===== src/rtl/ws2812_pixel_feeder.sv =====
// GRB pixel buffer feeding the WS2812B bit-serializer: one 24-bit word per LED per frame over
// valid/ready, with optional start-index rotation and an auto-refresh timer.
module ws2812_pixel_feeder #(
  parameter int unsigned NUM_LEDS       = 3,
  parameter int unsigned ADDR_W         = 2,
  parameter int unsigned REFRESH_CYCLES = 1000000
) (
  input  logic              clk,
  input  logic              rst_n,
  input  logic              wr_en,
  input  logic [ADDR_W-1:0] wr_addr,
  input  logic [23:0]       wr_data,
  input  logic              start,
  input  logic              auto_en,
  input  logic              rot_en,
  output logic              pix_valid,
  output logic [23:0]       pix_data,
  output logic              pix_last,
  input  logic              pix_ready,
  output logic              frame_busy,
  output logic              frame_done
);

  localparam int unsigned       TW    = (REFRESH_CYCLES > 1) ? $clog2(REFRESH_CYCLES) : 1;
  localparam logic [TW-1:0]     TMAX  = TW'(REFRESH_CYCLES - 1);
  localparam logic [ADDR_W-1:0] LAST  = ADDR_W'(NUM_LEDS - 1);
  localparam logic [ADDR_W:0]   NUM   = (ADDR_W + 1)'(NUM_LEDS);

  typedef enum logic [1:0] {StIdle, StFetch, StPresent, StDone} state_e;

  state_e            state;
  logic [TW-1:0]     timer;
  logic              tick;
  logic              req;
  logic              pending;
  logic [ADDR_W-1:0] base;
  logic [ADDR_W-1:0] idx;
  logic [ADDR_W:0]   sum;
  logic [ADDR_W-1:0] rd_idx;
  logic              wr_hit;
  logic [23:0]       pix_buf [NUM_LEDS];

  assign tick   = auto_en && (timer == TMAX);
  assign req    = start || tick;
  assign wr_hit = wr_en && ({1'b0, wr_addr} < NUM);

  assign frame_busy = (state != StIdle);
  assign frame_done = (state == StDone);

  // base and idx are both below NUM_LEDS, so one conditional subtract wraps the sum
  always_comb begin
    sum    = {1'b0, base} + {1'b0, idx};
    rd_idx = (sum >= NUM) ? ADDR_W'(sum - NUM) : sum[ADDR_W-1:0];
  end

  always_ff @(posedge clk or negedge rst_n) begin
    if (!rst_n) begin
      timer <= '0;
    end else if (!auto_en || tick) begin
      timer <= '0;
    end else begin
      timer <= timer + 1'b1;
    end
  end

  always_ff @(posedge clk or negedge rst_n) begin
    if (!rst_n) begin
      for (int unsigned i = 0; i < NUM_LEDS; i++) pix_buf[i] <= '0;
    end else if (wr_hit) begin
      pix_buf[wr_addr] <= wr_data;
    end
  end

  always_ff @(posedge clk or negedge rst_n) begin
    if (!rst_n) begin
      state     <= StIdle;
      pix_valid <= 1'b0;
      pix_last  <= 1'b0;
      pix_data  <= '0;
      base      <= '0;
      idx       <= '0;
      pending   <= 1'b0;
    end else begin
      if (req && state != StIdle) pending <= 1'b1;
      unique case (state)
        StIdle: begin
          if (req || pending) begin
            state   <= StFetch;
            idx     <= '0;
            // a fresh request arriving while a pending one is consumed stays queued
            pending <= pending && req;
          end
        end
        StFetch: begin
          pix_data  <= (wr_hit && wr_addr == rd_idx) ? wr_data : pix_buf[rd_idx];
          pix_last  <= (idx == LAST);
          pix_valid <= 1'b1;
          state     <= StPresent;
        end
        StPresent: begin
          if (pix_ready) begin
            pix_valid <= 1'b0;
            if (pix_last) begin
              state <= StDone;
            end else begin
              idx   <= idx + 1'b1;
              state <= StFetch;
            end
          end
        end
        StDone: begin
          pix_last <= 1'b0;
          if (rot_en) base <= (base == LAST) ? '0 : base + 1'b1;
          state <= StIdle;
        end
        default: state <= StIdle;
      endcase
    end
  end

endmodule


===== config.mk =====
export PLATFORM = sky130hd
export DESIGN_NAME = ws2812_pixel_feeder
export DESIGN_NICKNAME = d
export VERILOG_FILES = /design/src/rtl/ws2812_pixel_feeder.sv
export SDC_FILE = /design/constraint.sdc
export NUM_CORES = 1
export LEC_CHECK = 0
export ABC_AREA = 0
export BUFFER_PORTS_ARGS = -buffer_cell sky130_fd_sc_hd__buf_2
export CAP_MARGIN = 20
export CELL_PAD_IN_SITES_DETAIL_PLACEMENT = 0
export CELL_PAD_IN_SITES_GLOBAL_PLACEMENT = 1
export CORE_ASPECT_RATIO = 0.75
export CORE_UTILIZATION = 52
export DETAILED_ROUTE_END_ITERATION = 7
export PLACE_DENSITY = 0.82
export SLEW_MARGIN = 10
export SYNTH_ARGS = -nofsm -noshare
export SYNTH_HDL_FRONTEND = slang
export SYNTH_SLANG_ARGS = --single-unit

===== constraint.sdc =====
create_clock -name clk -period 7.2 [get_ports clk]
set_input_delay 0.36 -clock clk [delete_from_list [all_inputs] [get_ports clk]]
set_output_delay 0.36 -clock clk [all_outputs]
set_load 0.1 [all_outputs]

==> metrics.md, run 1 <==
| Metric | Value |
|---|---|
| Worst setup EP type | `flip-flop` |
| Setup bufs post-CTS | `0` |
| Die H | `95.1 um` |
| PostCTS Resize Cnt | `0` |
| DRC | `0` |
| Pre-antenna DRT Iters | `4` |
| Final wirelength | `13,600 um` |
| Post-synth top area share | `52.1%` |
| Sequential Power Share | `27.6%` |
| Clk pwr share | `25.1%` |
| CTS Buffer Depth | `2` |
| Worst rel slew slack | `26.6%` |
| FF+latch count, synth | `125` |
| Chip Width | `126 um` |
| Crit path kind | `flip-flop to flip-flop` |
| Largest net degree at the start of global routing | `67` |
| Root Driver | `clkbuf_16` |
| Port bufs | `60` |
| Initial Utilization | `54.1%` |
| Crit-path max FO | `25` |
| Psw | `1.61 mW` |
| GRT Overall Usage | `24.7%` |
| Peak VDD IR | `0.293 mV` |
| Post-synthesis sequential area ratio | `52.1%` |
| Final Hold Violating Endpoints | `0` |
| Slowest CP cell | `a211o_1` |
| GP Congestion | `0.755` |
| Routed len/inst | `19.5 um` |
| Initial DRC count | `265` |
| Fin Clk Skew | `0.0106 ns` |
| Cells after DPL | `668` |
| Min-Delay Path Class | `input pin to async pin` |
| Post-Synth Adder-Cell Area | `1.33%` |
| Reg2reg setup slack | `3.65 ns` |
| Layout Utilization | `63.2%` |
| Sw frac | `44.9%` |
| Main combinational cell family by area after synthesis | `multiplexers` |
| Gr ovfl total | `0` |
| Commonest cells in the netlist | `125 x dfrtp_1, 96 x mux2_2, 28 x and3_1, 25 x nor2_1, 25 x o21ai_1` |
| Clk Latency, worst-skew pair | `0.41 ns` |
| Cell Area, Synth | `0.00601 mm2` |
| Initial antenna violation count | `1` |
| Slowest stage delay, CP | `0.79 ns` |
| Reg clk slew, reported paths | `0.06 ns` |
| Area leader, netlist | `dfrtp_1` |
| Cell count after synthesis | `488` |
| Final setup violation count | `0` |
| Vias in the first global route | `4,340` |
| Fillers | `870` |
| Ys flop type | `dfrtp_1` |
| Minimum clock period | `3.55 ns` |
| R2R depth | `9` |
| Final period util | `49.3%` |
| Core Area | `0.0111 mm2` |
| Nets@finish | `585` |
| Max Cap Violations | `0` |
| Netlist cell types | `54` |
| DIE AREA | `0.0120 mm2` |
| Leak pwr | `3.10 nW` |
| # hold bufs at CTS | `0` |
| EDFF count, synth | `0` |
| Ports | `61` |
| Placed wire-length estimate | `8110 um` |
| Post-DRT Antenna Nets | `0` |
| Ant diodes | `0` |
| R2R Path Start | `idx[0]$_DFFE_PN0P_` |
| Post-Synth XOR/XNOR Area | `2.89%` |
| Vias per cell | `5.95` |
| Power per cell area | `510 mW/mm2` |
| H-tree depth | `4` |
| Final Instance Count excl. Fillers | `700` |
| Syn nets | `526` |
| Most numerous cell in the Yosys netlist | `dfrtp_1` |
| Synth-to-Final Area Change | `16.9%` |
| Worst Tran Pin Value | `1.08 ns` |
| Cell-by-cell trace of the critical path | `ha_1 -> inv_1 -> fa_1 -> inv_1 -> ha_1 -> and2b_1 -> o2111a_2 -> a211o_1 -> o21ai_1` |
| Status | `finished clean` |
| Final Power | `3.58 mW` |
| Startpoint types | `flip-flop` |
| Final setup TNS | `0 ns` |
| CTS tree | `done` |
| CP Data Required Time | `7.45 ns` |
| Logic pwr share | `47.3%` |
| Post-synth ARST share | `100%` |
| Hold slack | `0.0465 ns` |
| Clock sinks | `125` |
| Syn_area_per_cell | `12.3 um2` |
| Ys Warns | `0` |
| First-pass GRT wire length | `22,600 um` |
| Layout cell share with drive strength beyond 1 | `38.8%` |
| Post-Synth Simple-Gate Area | `9.85%` |
| CTS Buf Count | `17` |
| Unrepaired setup endpoints after global routing | `no` |
| Arr. time, crit path | `3.79 ns` |
| Fin. max-slew vios | `0` |
| Row count | `33` |
| Dominant cells by area after synthesis | `dfrtp_1 52%, mux2_2 18%, a221oi_2 3.0%` |
| DR vias | `4,167` |
| Int Pwr | `1.97 mW` |
| Max Freq | `282 MHz` |
| Compound-gate portion of the synthesized area | `12.3%` |
| FF-to-FF End | `pix_data[17]$_DFFE_PN0P_` |
| Mux share of post-synthesis cell area | `18.4%` |
-- cells by family after synthesis --
logic type      after synthesis
compound gates               90
xor+xnor                     19
fa+ha+maj                     6
buf+inv                      40
flops                       125
mux                          97
simple gates                111
-- power by group through the flow --
| stage | clock [mW] | sequential [mW] | combinational, mW |
|---|---|---|---|
| finish | 0.899 | 0.987 | 1.69 |
| global route | 0.943 | 1.01 | 1.81 |
| CTS | 0.911 | 0.984 | 1.70 |
| detailed placement | 0 | 0.994 | 1.68 |
| global placement | 0 | 0.984 | 1.65 |
| floorplan | 0 | 1.43 | 0.925 |
-- flip-flops by register name (all words and copies together), names as in the netlist --
signal     count
pix_last       1
pending        1
idx            2
state          2
pix_valid      1
pix_data      24
pix_buf       72
timer         20
base           2
-- worst max-delay path by stage --
stage,start,endpoint,slack [ns],depth (start not counted)
floorplan,base[0]$_DFFE_PN0P_,pix_data[11]$_DFFE_PN0P_,4.51,11
global placement,base[0]$_DFFE_PN0P_,pix_data[10]$_DFFE_PN0P_,3.84,9
detailed placement,idx[0]$_DFFE_PN0P_,pix_data[17]$_DFFE_PN0P_,3.67,9
CTS,idx[0]$_DFFE_PN0P_,pix_data[17]$_DFFE_PN0P_,3.62,9
global route,idx[0]$_DFFE_PN0P_,pix_data[17]$_DFFE_PN0P_,3.38,9
finish,idx[0]$_DFFE_PN0P_,pix_data[17]$_DFFE_PN0P_,3.65,9
-- critical path: cells and delay by family (launching register included) --
kind	cells	cell delay (ns)
buf+inv	2	0.12
simple gates	1	0.37
flops	1	0.40
fa+ha+maj	3	0.95
compound gates	3	1.54
-- cell usage in the layout (no fill, tap or decap), types with 2 or more instances in the layout --
cell / instances
o21ai_1: 24
nand3b_1: 2
a22oi_1: 24
dfrtp_1: 125
a21oi_1: 3
inv_6: 4
buf_2: 59
a221oi_2: 12
nor4_1: 3
mux2_2: 96
bufinv_16: 3
a221oi_1: 12
and2_1: 2
nor2_1: 25
nand3_1: 12
nand2_1: 14
clkinv_4: 4
and3_1: 28
nor3_1: 9
inv_1: 13
ha_1: 4
o21ai_0: 2
xor2_1: 2
xnor2_1: 16
buf_4: 8
nor2b_1: 3
clkbuf_16: 17
-- final cells by class --
type / instances / area (um2) / share of cell area, %
clock inverters: 13 / 179 / 2.55
repair buffers: 67 / 355 / 5.06
clock buffers: 19 / 443 / 6.31
multi-input cells: 323 / 2690 / 38.4
well taps: 140 / 175 / 2.49
flip-flops and latches: 125 / 3130 / 44.5
inverters: 13 / 48.8 / 0.695
-- stage by stage --
step | setup slack, ns | instance area, um2
after floorplan | 4.51 | 6010
after global placement | 3.84 | 6400
after detailed placement | 3.67 | 6400
after CTS | 3.62 | 7020
after global routing | 3.38 | 7020
final | 3.65 | 7020
-- routing by layer --
metal / GRT usage, % / up-vias / routed length (um)
li1: - / 1931 / -
met1: 32.9 / 2131 / 6390
met2: 40.7 / 93 / 6560
met3: 5.56 / 12 / 540
met4: 7.63 / 0 / 136
met5: 0 / - / 0
Note: power is estimated with default switching activity, not from simulation.
==> inputs of run 2 (changes only) <==
--- a/config.mk
+++ b/config.mk
@@ -11,9 +11,9 @@
 export CELL_PAD_IN_SITES_DETAIL_PLACEMENT = 0
 export CELL_PAD_IN_SITES_GLOBAL_PLACEMENT = 1
 export CORE_ASPECT_RATIO = 0.75
-export CORE_UTILIZATION = 52
+export CORE_UTILIZATION = 48
 export DETAILED_ROUTE_END_ITERATION = 7
-export PLACE_DENSITY = 0.82
+export PLACE_DENSITY = 0.77
 export SLEW_MARGIN = 10
 export SYNTH_ARGS = -nofsm -noshare
 export SYNTH_HDL_FRONTEND = slang
==> constraint.sdc (replaced) <==
create_clock -name clk -period 3.3 [get_ports clk]
set_input_delay 0.165 -clock clk [delete_from_list [all_inputs] [get_ports clk]]
set_output_delay 0.165 -clock clk [all_outputs]
set_load 0.1 [all_outputs]
==> metrics.md, run 2 (synthesis gave the netlist of run 1 again) <==
| Metric | Value |
|---|---|
| Status | `finished clean` |
| Arr. time, crit path | `3.45 ns` |
| Critical path's top delay family | `adder cells` |
| Max Cap Violations | `0` |
| Routed len/inst | `18.5 um` |
| Reg clk slew, reported paths | `0.06 ns` |
| Startpoint types | `flip-flop` |
| Initial antenna violation count | `0` |
| Largest net degree at the start of global routing | `65` |
| Crit. Startpoint | `base[0]$_DFFE_PN0P_` |
| Setup bufs post-CTS | `0` |
| Nets@finish | `592` |
| Post-DRT Antenna Nets | `0` |
| Initial DRC count | `275` |
| GP Congestion | `0.771` |
| Vias per cell | `5.74` |
| Gr ovfl total | `0` |
| Chip Width | `131 um` |
| Worst setup EP type | `flip-flop` |
| Layout cell share with drive strength beyond 1 | `39.3%` |
| Worst rel slew slack | `45.7%` |
| Crit path buffers/inverters | `3` |
| Clk Latency, worst-skew pair | `0.42 ns` |
| Crit path kind | `flip-flop to flip-flop` |
| Largest Register | `pix_buf` |
| Power per cell area | `1100 mW/mm2` |
| Sw frac | `45.1%` |
| DR vias | `4,181` |
| Root Driver | `clkbuf_16` |
| Leak pwr | `3.13 nW` |
| Int Pwr | `4.30 mW` |
| Sequential Power Share | `27.5%` |
| DIE AREA | `0.0130 mm2` |
| Final period util | `94.6%` |
| Clk pwr share | `23.5%` |
| CTS tree | `done` |
| Synth-to-Final Area Change | `18.4%` |
| First-pass GRT wire length | `22,400 um` |
| Port bufs | `60` |
| Fin. max-slew vios | `0` |
| Slowest stage delay, CP | `0.60 ns` |
| Final Instance Count excl. Fillers | `729` |
| Ant diodes | `0` |
| Minimum clock period | `3.12 ns` |
| Initial Utilization | `50.4%` |
| Hold Crit Depth | `2` |
| Final setup TNS | `0 ns` |
| Placed wire-length estimate | `8730 um` |
| Unrepaired setup endpoints after global routing | `no` |
| Max reg flops | `72` |
| Most frequent cells in the layout | `125 x dfrtp_1, 96 x mux2_2, 59 x buf_2` |
| Ports | `61` |
| Crit-path max FO | `18` |
| Logic pwr share | `49.0%` |
| Vias in the first global route | `4,106` |
| Largest regs | `pix_buf (72), pix_data (24), timer (20)` |
| Row count | `34` |
| Hold Path Origin | `auto_en` |
| Cells after DPL | `695` |
| Core Area | `0.0119 mm2` |
| DRC | `0` |
| Final Hold Violating Endpoints | `0` |
| GRT Overall Usage | `22.4%` |
| Worst Tran Pin Value | `0.814 ns` |
| Final wirelength | `13,500 um` |
| CP Data Required Time | `3.63 ns` |
| Commonest non-fill, non-tap cell in the layout | `dfrtp_1` |
| Cell-by-cell trace of the critical path | `ha_1 -> inv_1 -> fa_1 -> inv_1 -> ha_1 -> nor4b_1 -> a31oi_4 -> a21oi_4 -> buf_12 -> a221oi_1 -> o21ai_1` |
| Peak VDD IR | `0.671 mV` |
| Psw | `3.53 mW` |
| Fin Clk Skew | `0.00651 ns` |
| Max Freq | `320 MHz` |
| R2R Path Start | `base[0]$_DFFE_PN0P_` |
| Min-Delay Path Class | `input pin to flip-flop` |
| Final setup violation count | `0` |
| CTS Buf Count | `17` |
| CTS Buffer Depth | `2` |
| Critical Path Stages | `11` |
| H-tree depth | `4` |
| Pre-antenna DRT Iters | `5` |
| Die H | `98.9 um` |
| Clock sinks | `125` |
| Slowest CP cell | `fa_1` |
| R2R depth | `11` |
run 2: cell types whose count changed in the layout (fill, tap and decap cells not counted), sizes merged:
cell and change:
buf +5, bufinv -1, clkbuf -2, clkinv +1, clkinvlp +3, dlygate4sd3 +2, inv -1
run 2: worst paths after layout:
| check | endpoint | slack (ns) |
|---|---|---|
| setup / recovery | pix_data[6]$_DFFE_PN0P_ | 0.18 |
| hold / removal | timer[4]$_DFF_PN0_ | 0.01 |
| setup reg to reg | pix_data[6]$_DFFE_PN0P_ | 0.18 |
| hold reg to reg | pix_buf[34]$_DFFE_PN0P_ | 0.50 |
| max in group asynchronous | pix_buf[60]$_DFFE_PN0P_ | 2.12 |
| min in group asynchronous | pix_last$_DFFE_PN0P_ | 0.37 |
run 2: metrics by stage:
step	hold slack, ns	worst slack [ns]	total power [mW]	util [%]	instance area, um2
global placement	0.290	0.409	5.92	54.6	6500
global route	0.0275	0.0475	8.21	59.7	7110
CTS	0.00130	0.187	7.88	59.7	7110
floorplan	-0.131	0.607	5.14	-	6010
detailed placement	0.304	0.254	6.01	54.6	6500
finish	0.0110	0.178	7.84	59.7	7110
run 2: layer usage:
metal / up-vias / wire [um] / global-route usage (%)
met5: - / 0 / 0
met4: 0 / 204 / 8.69
met3: 20 / 558 / 4.84
met2: 96 / 6050 / 33.2
met1: 2116 / 6690 / 32.1
li1: 1949 / - / -
run 2: power by group through the flow:
stage	Sequential, mW	Combinational (mW)	Clock (mW)
after floorplan	3.13	2.02	0
after global placement	2.15	3.77	0
after detailed placement	2.17	3.83	0
after CTS	2.15	3.85	1.88
after global routing	2.19	4.07	1.94
final	2.15	3.84	1.84
run 2: worst reg2reg max path, stage by stage (launching register included):
cell	delay (ns)
dfrtp_1	0.39
ha_1	0.16
inv_1	0.04
fa_1	0.60
inv_1	0.07
ha_1	0.34
nor4b_1	0.60
a31oi_4	0.08
a21oi_4	0.32
buf_12	0.22
a221oi_1	0.10
o21ai_1	0.12
run 2: cell type report:
cell class	count	area, um2
Fill cell	983	4800
Multi-Input combinational cell	323	2690
Clock inverter	15	164
Clock buffer	17	425
Sequential cell	125	3130
Tap cell	162	203
Inverter	13	48.8
Timing Repair Buffer	74	450
run 2: timing repair:
action / CTS / global route
endpoints found under the hold margin: 62 / 0
hold buffers: 2 / 0
gates resized for setup: 0 / 0
